--- src/rtl/tau_recip_arbiter_pkg.sv ---
// Shared constants and FSM encoding for the reciprocal arbiter slice.
// Holds tau/recip widths, quotient width and the arbiter state enum.
package emu_recip_pkg;

  localparam int TAU_W      = 41;
  localparam int RECIP_W    = 32;
  localparam int DIV_SHIFT  = 41;
  localparam int QUOT_W     = DIV_SHIFT + 1;
  localparam int DIV_CYCLES = 42;

  typedef enum logic [1:0] {
    ST_IDLE = 2'd0,
    ST_DIV  = 2'd1,
    ST_RESP = 2'd2
  } state_t;

endpackage

--- src/rtl/tau_recip_arbiter_if.sv ---
// Lane request / shared response bundle for tau_recip_arbiter.
// master: lanes (drive req_valid/req_tau); slave: the arbiter.
interface tau_recip_arbiter_if #(
  parameter int N_REQ   = 4,
  parameter int TAU_W   = emu_recip_pkg::TAU_W,
  parameter int RECIP_W = emu_recip_pkg::RECIP_W
) ();

  localparam int ID_W = $clog2(N_REQ);

  logic [N_REQ-1:0]       req_valid;
  logic [N_REQ*TAU_W-1:0] req_tau;
  logic [N_REQ-1:0]       req_ready;
  logic                   rsp_valid;
  logic [ID_W-1:0]        rsp_id;
  logic [RECIP_W-1:0]     rsp_recip;
  logic                   rsp_div0;
  logic                   rsp_ovf;
  logic                   busy;

  modport master (
    output req_valid, req_tau,
    input  req_ready, rsp_valid, rsp_id,
    input  rsp_recip, rsp_div0, rsp_ovf, busy
  );

  modport slave (
    input  req_valid, req_tau,
    output req_ready, rsp_valid, rsp_id,
    output rsp_recip, rsp_div0, rsp_ovf, busy
  );

endinterface

--- src/rtl/tau_recip_arbiter_div.sv ---
// recip_seq_divider: bit-serial restoring divide of 2^DIV_SHIFT by divisor.
// Ports: start (load divisor), divisor, done (last step cycle), quotient.
module recip_seq_divider
  import emu_recip_pkg::*;
#(
  parameter int TAU_W     = emu_recip_pkg::TAU_W,
  parameter int DIV_SHIFT = emu_recip_pkg::DIV_SHIFT
) (
  input  logic                 clk,
  input  logic                 reset,
  input  logic                 start,
  input  logic [TAU_W-1:0]     divisor,
  output logic                 done,
  output logic [DIV_SHIFT:0]   quotient
);

  localparam int QW = DIV_SHIFT + 1;
  localparam int CW = $clog2(QW);

  logic             run;
  logic [CW-1:0]    cnt;
  logic [TAU_W-1:0] dvs;
  logic [TAU_W:0]   rem;
  logic [QW-1:0]    quo;
  logic             dbit;
  logic             fits;
  logic [TAU_W:0]   shl;
  logic [TAU_W:0]   diff;

  // dividend is a single one at bit DIV_SHIFT
  assign dbit = (cnt == CW'(DIV_SHIFT));
  assign shl  = {rem[TAU_W-1:0], dbit};
  assign diff = shl - {1'b0, dvs};
  assign fits = rem[TAU_W] | (shl >= {1'b0, dvs});
  assign done = run && (cnt == '0);

  // includes the bit resolved this cycle, so it is final while done
  assign quotient = quo | (QW'(fits && run) << cnt);

  always_ff @(posedge clk or posedge reset) begin
    if (reset) begin
      run <= 1'b0;
      cnt <= '0;
      dvs <= '0;
      rem <= '0;
      quo <= '0;
    end else if (start) begin
      run <= 1'b1;
      cnt <= CW'(QW - 1);
      dvs <= divisor;
      rem <= '0;
      quo <= '0;
    end else if (run) begin
      rem <= fits ? diff : shl;
      quo <= quotient;
      cnt <= cnt - 1'b1;
      if (cnt == '0) run <= 1'b0;
    end
  end

endmodule

--- src/rtl/tau_recip_arbiter.sv ---
// Round-robin share of one serial 2^41/tau unit among N_REQ lanes.
// Ports: clk, reset (async high), bus (slave). Macro: RECIP_SAT_EN.
module tau_recip_arbiter
  import emu_recip_pkg::*;
#(
  parameter int N_REQ     = 4,
  parameter int TAU_W     = emu_recip_pkg::TAU_W,
  parameter int RECIP_W   = emu_recip_pkg::RECIP_W,
  parameter int DIV_SHIFT = emu_recip_pkg::DIV_SHIFT
) (
  input  logic             clk,
  input  logic             reset,
  tau_recip_arbiter_if.slave bus
);

  localparam int ID_W = $clog2(N_REQ);
  localparam int QW   = DIV_SHIFT + 1;

  state_t             state;
  logic [ID_W-1:0]    rr_ptr;
  logic [ID_W-1:0]    id_q;
  logic [ID_W-1:0]    gidx;
  logic [N_REQ-1:0]   grant;
  logic               any_req;
  int                 idx;
  logic               accept;
  logic [TAU_W-1:0]   sel_tau;
  logic               tau_zero;
  logic               div_done;
  logic [QW-1:0]      quotient;
  logic [RECIP_W-1:0] div_recip;
  logic               div_ovf;
  logic [ID_W-1:0]    rsp_id_q;
  logic [RECIP_W-1:0] recip_q;
  logic               div0_q;

  // first valid lane at or after rr_ptr, wrapping
  always_comb begin
    grant   = '0;
    gidx    = '0;
    any_req = 1'b0;
    idx     = 0;
    for (int k = 0; k < N_REQ; k++) begin
      idx = int'(rr_ptr) + k;
      if (idx >= N_REQ) idx = idx - N_REQ;
      if (!any_req && bus.req_valid[idx]) begin
        any_req    = 1'b1;
        gidx       = ID_W'(idx);
        grant[idx] = 1'b1;
      end
    end
  end

  assign accept   = (state == ST_IDLE) && any_req;
  assign sel_tau  = bus.req_tau[int'(gidx)*TAU_W +: TAU_W];
  assign tau_zero = (sel_tau == '0);

  assign bus.req_ready =
    (state == ST_IDLE && !reset) ? grant : '0;
  assign bus.busy      = (state != ST_IDLE);
  assign bus.rsp_valid = (state == ST_RESP);
  assign bus.rsp_id    = rsp_id_q;
  assign bus.rsp_recip = recip_q;
  assign bus.rsp_div0  = div0_q;

  recip_seq_divider #(
    .TAU_W     (TAU_W),
    .DIV_SHIFT (DIV_SHIFT)
  ) u_div (
    .clk      (clk),
    .reset    (reset),
    .start    (accept && !tau_zero),
    .divisor  (sel_tau),
    .done     (div_done),
    .quotient (quotient)
  );

`ifdef RECIP_SAT_EN
  logic hi_set;
  logic ovf_q;
  assign hi_set    = |quotient[QW-1:RECIP_W];
  assign div_recip = hi_set ? '1 : quotient[RECIP_W-1:0];
  assign div_ovf   = hi_set;
  assign bus.rsp_ovf = ovf_q;

  always_ff @(posedge clk or posedge reset) begin
    if (reset) begin
      ovf_q <= 1'b0;
    end else if (accept && tau_zero) begin
      ovf_q <= 1'b0;
    end else if (state == ST_DIV && div_done) begin
      ovf_q <= div_ovf;
    end
  end
`else
  logic unused_q_hi;
  assign unused_q_hi = ^quotient[QW-1:RECIP_W];
  assign div_recip   = quotient[RECIP_W-1:0];
  assign div_ovf     = 1'b0;
  assign bus.rsp_ovf = div_ovf;
`endif

  always_ff @(posedge clk or posedge reset) begin
    if (reset) begin
      state    <= ST_IDLE;
      rr_ptr   <= '0;
      id_q     <= '0;
      rsp_id_q <= '0;
      recip_q  <= '0;
      div0_q   <= 1'b0;
    end else begin
      unique case (state)
        ST_IDLE: begin
          if (accept) begin
            id_q   <= gidx;
            rr_ptr <= (gidx == ID_W'(N_REQ - 1)) ?
                      '0 : gidx + 1'b1;
            if (tau_zero) begin
              state    <= ST_RESP;
              rsp_id_q <= gidx;
              recip_q  <= '1;
              div0_q   <= 1'b1;
            end else begin
              state <= ST_DIV;
            end
          end
        end
        ST_DIV: begin
          if (div_done) begin
            state    <= ST_RESP;
            rsp_id_q <= id_q;
            recip_q  <= div_recip;
            div0_q   <= 1'b0;
          end
        end
        ST_RESP: state <= ST_IDLE;
        default: state <= ST_IDLE;
      endcase
    end
  end

endmodule

--- src/flat_wrapper.sv ---
// flat-port wrapper written by rule: the top's interface ports become plain ports
module tau_recip_arbiter_flat import emu_recip_pkg::*;
#(
  parameter int N_REQ     = 4,
  parameter int TAU_W     = emu_recip_pkg::TAU_W,
  parameter int RECIP_W   = emu_recip_pkg::RECIP_W,
  parameter int DIV_SHIFT = emu_recip_pkg::DIV_SHIFT
)
  (clk, reset, bus_req_valid, bus_req_tau, bus_req_ready, bus_rsp_valid, bus_rsp_id, bus_rsp_recip, bus_rsp_div0, bus_rsp_ovf, bus_busy);
  tau_recip_arbiter_if #(.N_REQ(N_REQ), .TAU_W(TAU_W), .RECIP_W(RECIP_W)) bus_i ();
  input  logic clk;
  input  logic reset;
  input wire logic [$bits(bus_i.req_valid)-1:0] bus_req_valid;
  input wire logic [$bits(bus_i.req_tau)-1:0] bus_req_tau;
  output wire logic [$bits(bus_i.req_ready)-1:0] bus_req_ready;
  output wire logic [$bits(bus_i.rsp_valid)-1:0] bus_rsp_valid;
  output wire logic [$bits(bus_i.rsp_id)-1:0] bus_rsp_id;
  output wire logic [$bits(bus_i.rsp_recip)-1:0] bus_rsp_recip;
  output wire logic [$bits(bus_i.rsp_div0)-1:0] bus_rsp_div0;
  output wire logic [$bits(bus_i.rsp_ovf)-1:0] bus_rsp_ovf;
  output wire logic [$bits(bus_i.busy)-1:0] bus_busy;
  assign bus_i.req_valid = bus_req_valid;
  assign bus_i.req_tau = bus_req_tau;
  assign bus_req_ready = bus_i.req_ready;
  assign bus_rsp_valid = bus_i.rsp_valid;
  assign bus_rsp_id = bus_i.rsp_id;
  assign bus_rsp_recip = bus_i.rsp_recip;
  assign bus_rsp_div0 = bus_i.rsp_div0;
  assign bus_rsp_ovf = bus_i.rsp_ovf;
  assign bus_busy = bus_i.busy;
  tau_recip_arbiter #(.N_REQ(N_REQ), .TAU_W(TAU_W), .RECIP_W(RECIP_W), .DIV_SHIFT(DIV_SHIFT)) u_core (.clk(clk), .reset(reset), .bus(bus_i));
endmodule
--- config.mk ---
export PLATFORM = sky130hd
export DESIGN_NAME = tau_recip_arbiter_flat
export DESIGN_NICKNAME = d
export VERILOG_FILES = /design/src/rtl/tau_recip_arbiter_pkg.sv /design/src/rtl/tau_recip_arbiter_if.sv /design/src/rtl/tau_recip_arbiter_div.sv /design/src/rtl/tau_recip_arbiter.sv /design/src/flat_wrapper.sv
export SDC_FILE = /design/constraint.sdc
export NUM_CORES = 1
export LEC_CHECK = 0
export ABC_AREA = 1
export CAP_MARGIN = 30
export CORE_ASPECT_RATIO = 2
export CORE_MARGIN = 1.5
export CORE_UTILIZATION = 49
export DETAILED_ROUTE_END_ITERATION = 10
export PLACE_DENSITY_LB_ADDON = 0.12
export SLEW_MARGIN = 30
export SYNTH_ARGS = -nofsm -noshare
export SYNTH_HDL_FRONTEND = slang
export SYNTH_SLANG_ARGS = --single-unit
--- constraint.sdc ---
create_clock -name clk -period 4.9 [get_ports clk]
set_input_delay 0.49 -clock clk [delete_from_list [all_inputs] [get_ports clk]]
set_output_delay 0.49 -clock clk [all_outputs]
set_load 0.01 [all_outputs]
==> flow_summary.ini, run 1 <==
[grt]
grt_start_max_net_pins = 104
track_usage = 0.316
antenna_found_initial = 0
grt_pass1_wl_um = 62700
overflow = 0
grt_pass1_vias = 12500

[sta]
period_needed_ps = 4500
max_freq_mhz = 222
worst_slew_pin_slew_ps = 833
maxSlewHeadroom = 0.444
whs_ps = 469
finClkSkew_ps = 11.6
rsz0062_at_grt = false
final-hold-violation-count = 0
drv_slew = 0
setup_ws_ps = 398
period_share = 0.919
setup_viol = 0

[synthesis]
syn_area_um2 = 12000
synthCells = 1814
async_reset_ff_frac = 1.00
synth_enable_flop_cells = 0
synth_top_area_cell = dfrtp_1
syn_area_per_cell_um2 = 6.64
synth_top_area_frac = 0.339
synth_seq_cells = 163
syn_nets = 2033
ys_seq_area_frac = 0.339
synthFlopType = dfrtp_1
synthTopCellsByArea = dfrtp_1 34%, nand2_1 16%, nand3_1 9.5%, inv_1 6.0%, nor2_1 5.7%
synth_cell_types = 44
yosys_warnings = 0

[clock_tree]
numCtsBuffers = 17
cts_sinks = 163
hold_buffers = 0
root_buffer = clkbuf_16
cts_tree = built
cts_max_path_buffers = 2
htree_levels = 4
clk_latency_ps = 450
clkTransAtPathRegs_ps = 70

[worst_setup_path]
critical_path_arrival_ps = 4880
worstRegToRegCells = 19
critPathMaxFanout = 13
cp-end-kind = register
required_ps = 5280
worstSetupStartpointType = register
critPathKind = reg2reg

[placement]
post-place-ws_ps = -308
portBuffers = 210
routabilityCongestion = 0.952
hpwl_um = 31000

[layout]
finish.utilization = 0.614
multi_input_area_um2 = 6770
drive_gt1_frac = 0.0431
seqCellArea_um2 = 4080
layout_common_cells = 502 x nand2_1, 228 x nand3_1, 210 x clkdlybuf4s50_1, 193 x inv_1, 181 x nor2_1
area_delta_synth_final_pct = 24.0
nFillCells = 2382
final_common_cell = nand2_1
nets = 2200
antenna_cells = 0

[flow_run]
cap_violations = 0

[detailed_routing]
dr.pass1.iters = 5
vias = 12600
wl_um = 39100
drtIter0Drc = 619
vias_per_cell = 5.50
drc = 0
final_antenna_net_count = 0
drt-wirelength-per-cell_um = 17.1

[floorplanning]
start_util = 0.495
die_w_um = 114
die_y_um = 225
core_region_area_um2 = 24300
fp-row-count = 81
dieArea_um2 = 25600
top_level_ports = 212

[worst_hold_path]
whs_path_depth = 2
min_path_type = reg2reg

[outcome]
status = finished clean
==> routing by layer <==
layer	vias to the layer above	global-route usage	part of all wire
met4	0	0.238	0.080
met1	5738	0.298	0.34
met5	-	0	0
met3	148	0.0404	0.034
li1	6244	-	-
met2	425	0.603	0.55
==> synth_stat cells, types with 4 or more instances <==
library cell and number:
nand2_1 502, nand3_1 228, inv_1 194, nor2_1 183, dfrtp_1 163, a21oi_1 137, o21ai_0 70, ha_1 48
buf_2 37, clkbuf_1 36, o211ai_1 24, xnor2_1 20, o21ai_1 19, nand3b_1 15, nand4_1 15, a21o_1 13
xor2_1 13, buf_4 11, a31oi_1 8, o21bai_1 8, nor3_1 7, a211oi_1 6, inv_2 6, o21a_1 6
or2_2 6, nand2_2 5, nor4_1 5, a21boi_0 4, and3_1 4
==> path summary, 6_finish.rpt <==
| check | start | to | slack (ps) |
|---|---|---|---|
| worst max-delay path | u_core.u_div.cnt[2]$_DFFE_PP0P_ | u_core.bus.rsp_recip[19]$_DFFE_PP0P_ | 400 |
| worst min-delay path | u_core.bus.rsp_recip[21]$_DFFE_PP0P_ | u_core.bus.rsp_recip[21]$_DFFE_PP0P_ | 470 |
| worst max register to register | u_core.u_div.cnt[2]$_DFFE_PP0P_ | u_core.bus.rsp_recip[19]$_DFFE_PP0P_ | 400 |
| worst min register to register | u_core.bus.rsp_recip[21]$_DFFE_PP0P_ | u_core.bus.rsp_recip[21]$_DFFE_PP0P_ | 470 |
| max in group asynchronous | reset | u_core.u_div.rem[40]$_DFFE_PP0P_ | 3500 |
| min in group asynchronous | reset | u_core.u_div.dvs[12]$_DFFE_PP0P_ | 620 |
==> stage by stage <==
step,cells,instance area [um2],TNS [ps]
after floorplan,1814,12000,0
after global placement,2249,14300,-3560
after detailed placement,2249,14300,-4010
after CTS,2281,14900,0
after global routing,2284,14900,0
final,2284,14900,0
==> cells by family after synthesis <==
| group | synth area share |
|---|---|
| fa+ha+maj | 0.0515 |
| other cells | 0.000311 |
| buf+inv | 0.0993 |
| flops | 0.339 |
| simple gates | 0.343 |
| xor+xnor | 0.0240 |
| compound gates | 0.143 |
==> what timing repair did <==
action,4_1_cts,5_1_grt
setup buffers,0,3
endpoints found under the setup margin,46,5
gates resized for setup,4,0
cloned,0,0
==> flip-flops by register name, indices dropped and copies added, names as in the netlist, named ones only <==
| register | flops |
|---|---|
| u_core.u_div.rem | 42 |
| u_core.u_div.dvs | 41 |
| u_core.bus.rsp_recip | 32 |
| u_core.u_div.quo | 32 |
| u_core.u_div.cnt | 6 |
| u_core.bus.rsp_id | 2 |
| u_core.id_q | 2 |
| u_core.state | 2 |
| u_core.bus.rsp_div0 | 1 |
| u_core.rr_ptr | 1 |
| u_core.u_div.run | 1 |
==> final cells by class <==
cell class | instances | share of cell area
clock inverters | 13 | 0.00662
multi-input cells | 1362 | 0.454
clock buffers | 19 | 0.0303
repair buffers | 235 | 0.160
well taps | 290 | 0.0243
flip-flops and latches | 163 | 0.273
inverters | 202 | 0.0514
==> worst max-delay path: stages, from the launching register on <==
cell,delay (ps)
dfrtp_1,580
nor2_1,290
nand4_1,170
ha_1,250
fa_1,400
o21ai_1,310
a21oi_1,220
o21ai_1,340
nand2_1,100
nand2_1,190
nand2_1,130
nand3_1,170
nand3_1,160
nor2_2,340
inv_1,100
nor2_1,300
nand2_1,90
nand2_1,110
nand3_1,80
nand2_1,80
Power of run 1 is not shown: default switching activity piles up to over one toggle a cycle in this logic, so the estimate is an artifact.
==> run 2: changes to the inputs <==
- CORE_MARGIN: 1.5 -> 8
==> flow_summary.ini, run 2 (synthesized netlist as in run 1, its figures left out) <==
[detailed_routing]
drc = 0
dr.pass1.iters = 5
drt-wirelength-per-cell_um = 17.5
wl_um = 39900
drtIter0Drc = 745
final_antenna_net_count = 0
vias_per_cell = 5.45
vias = 12400

[clock_tree]
clk_latency_ps = 450
numCtsBuffers = 17
clkTransAtPathRegs_ps = 70
cts_sinks = 163
post_cts_buffers = 0
root_buffer = clkbuf_16
cts_tree = built
cts_max_path_buffers = 2
htree_levels = 4

[outcome]
status = finished clean

[placement]
portBuffers = 210
routabilityCongestion = 0.974
hpwl_um = 32100
placed_cells = 2249

[floorplanning]
dieArea_um2 = 30100
die_w_um = 127
die_y_um = 238
fp-row-count = 81
top_level_ports = 212
start_util = 0.495
core_region_area_um2 = 24300

[layout]
final_cell_count_no_fill = 2280
antenna_cells = 0
final_common_cell = nand2_1
area_delta_synth_final_pct = 24.0
top_regs = u_core.u_div.rem x42, u_core.u_div.dvs x41
drive_gt1_frac = 0.0407
top_register = u_core.u_div.rem
nets = 2197
layout_common_cells = 502 x nand2_1, 228 x nand3_1, 210 x clkdlybuf4s50_1, 193 x inv_1, 182 x nor2_1
largest_reg_flops = 42
nFillCells = 2371

[sta]
period_share = 0.929
setup_viol = 0
fin_setup_tns_ps = 0
finClkSkew_ps = 7.23
max_freq_mhz = 220
worst_slew_pin_slew_ps = 819
final-hold-violation-count = 0
rsz0062_at_grt = false
maxSlewHeadroom = 0.454
period_needed_ps = 4550
drv_slew = 0

[grt]
grt_pass1_wl_um = 63600
overflow = 0
antenna_found_initial = 0
grt_pass1_vias = 12600
grt_start_max_net_pins = 92
track_usage = 0.267

[worst_setup_path]
max_stage_delay_ps = 550
critPathBufInv = 2
critPathSlowestCell = dfrtp_2
rrSetupSlack_ps = 350
cp-end-kind = register
required_ps = 5280
critPathKind = reg2reg
cp_top_family = simple AND/OR/NAND/NOR gates
critPathMaxFanout = 15
worstSetupStartpointType = register
crit_chain = clkinv_2 -> nor2_1 -> nand4_1 -> ha_1 -> fa_1 -> o21ai_1 -> a21oi_1 -> o21ai_1 -> nand2_1 -> nand2_1 -> nand2_1 -> nand3_1 -> nand3_1 -> nor2_1 -> inv_1 -> nor2_1 -> nand2_1 -> nand2_1 -> nand3_1 -> nand2_1
critical_path_arrival_ps = 4940
path_common_cell = nand2_1

[flow_run]
cap_violations = 0

[worst_hold_path]
min_path_type = reg2reg
==> run 2: final timing paths <==
kind	to	start	cells past startpoint
worst max-delay path	u_core.bus.rsp_recip[19]$_DFFE_PP0P_	u_core.u_div.cnt[3]$_DFFE_PP0P_	20
min in group asynchronous	u_core.id_q[0]$_DFFE_PP0P_	reset	2
worst max register to register	u_core.bus.rsp_recip[19]$_DFFE_PP0P_	u_core.u_div.cnt[3]$_DFFE_PP0P_	20
worst min-delay path	u_core.bus.rsp_recip[31]$_DFFE_PP0P_	u_core.bus.rsp_recip[31]$_DFFE_PP0P_	2
worst min register to register	u_core.bus.rsp_recip[31]$_DFFE_PP0P_	u_core.bus.rsp_recip[31]$_DFFE_PP0P_	2
max in group asynchronous	u_core.u_div.quo[22]$_DFFE_PP0P_	reset	3
==> run 2: area by class of cell <==
| type | instances | area [um2] | area share |
|---|---|---|---|
| Clock buffer | 17 | 425 | 0.0285 |
| Clock inverter | 14 | 131 | 0.00880 |
| Inverter | 202 | 764 | 0.0512 |
| Multi-Input combinational cell | 1362 | 6770 | 0.454 |
| Sequential cell | 163 | 4080 | 0.273 |
| Tap cell | 290 | 363 | 0.0243 |
| Timing Repair Buffer | 232 | 2390 | 0.160 |
==> run 2: through the flow <==
step	cell area, um2	hold WS (ps)	worst slack [ps]	util
global placement	14400	453	0.401	0.591
floorplan	12000	449	5.03	-
finish	14900	468	348	0.614
detailed placement	14400	457	7.97	0.591
global route	14900	499	77.3	0.614
CTS	14900	474	128	0.614
==> run 2: timing repair <==
action                     4_1_cts  5_1_grt
setup endpoints to repair        3       26
hold buffers                     0        0
pin swaps                        0        0
gates resized for setup          1        2
==> run 2: worst reg2reg max path, stage by stage (launching register included) <==
cell,delay [ps]
dfrtp_2,550
clkinv_2,250
nor2_1,200
nand4_1,150
ha_1,240
fa_1,410
o21ai_1,270
a21oi_1,190
o21ai_1,300
nand2_1,90
nand2_1,180
nand2_1,140
nand3_1,180
nand3_1,150
nor2_1,440
inv_1,130
nor2_1,320
nand2_1,90
nand2_1,70
nand3_1,70
nand2_1,90
==> run 2: layer usage <==
metal	vias up	GRT usage	wire (um)
li1	6219	-	-
met1	5685	0.243	13400
met2	395	0.512	22000
met3	125	0.0476	1760
met4	0	0.194	2800
met5	-	0	0
Power of run 2 is left out for the same reason.
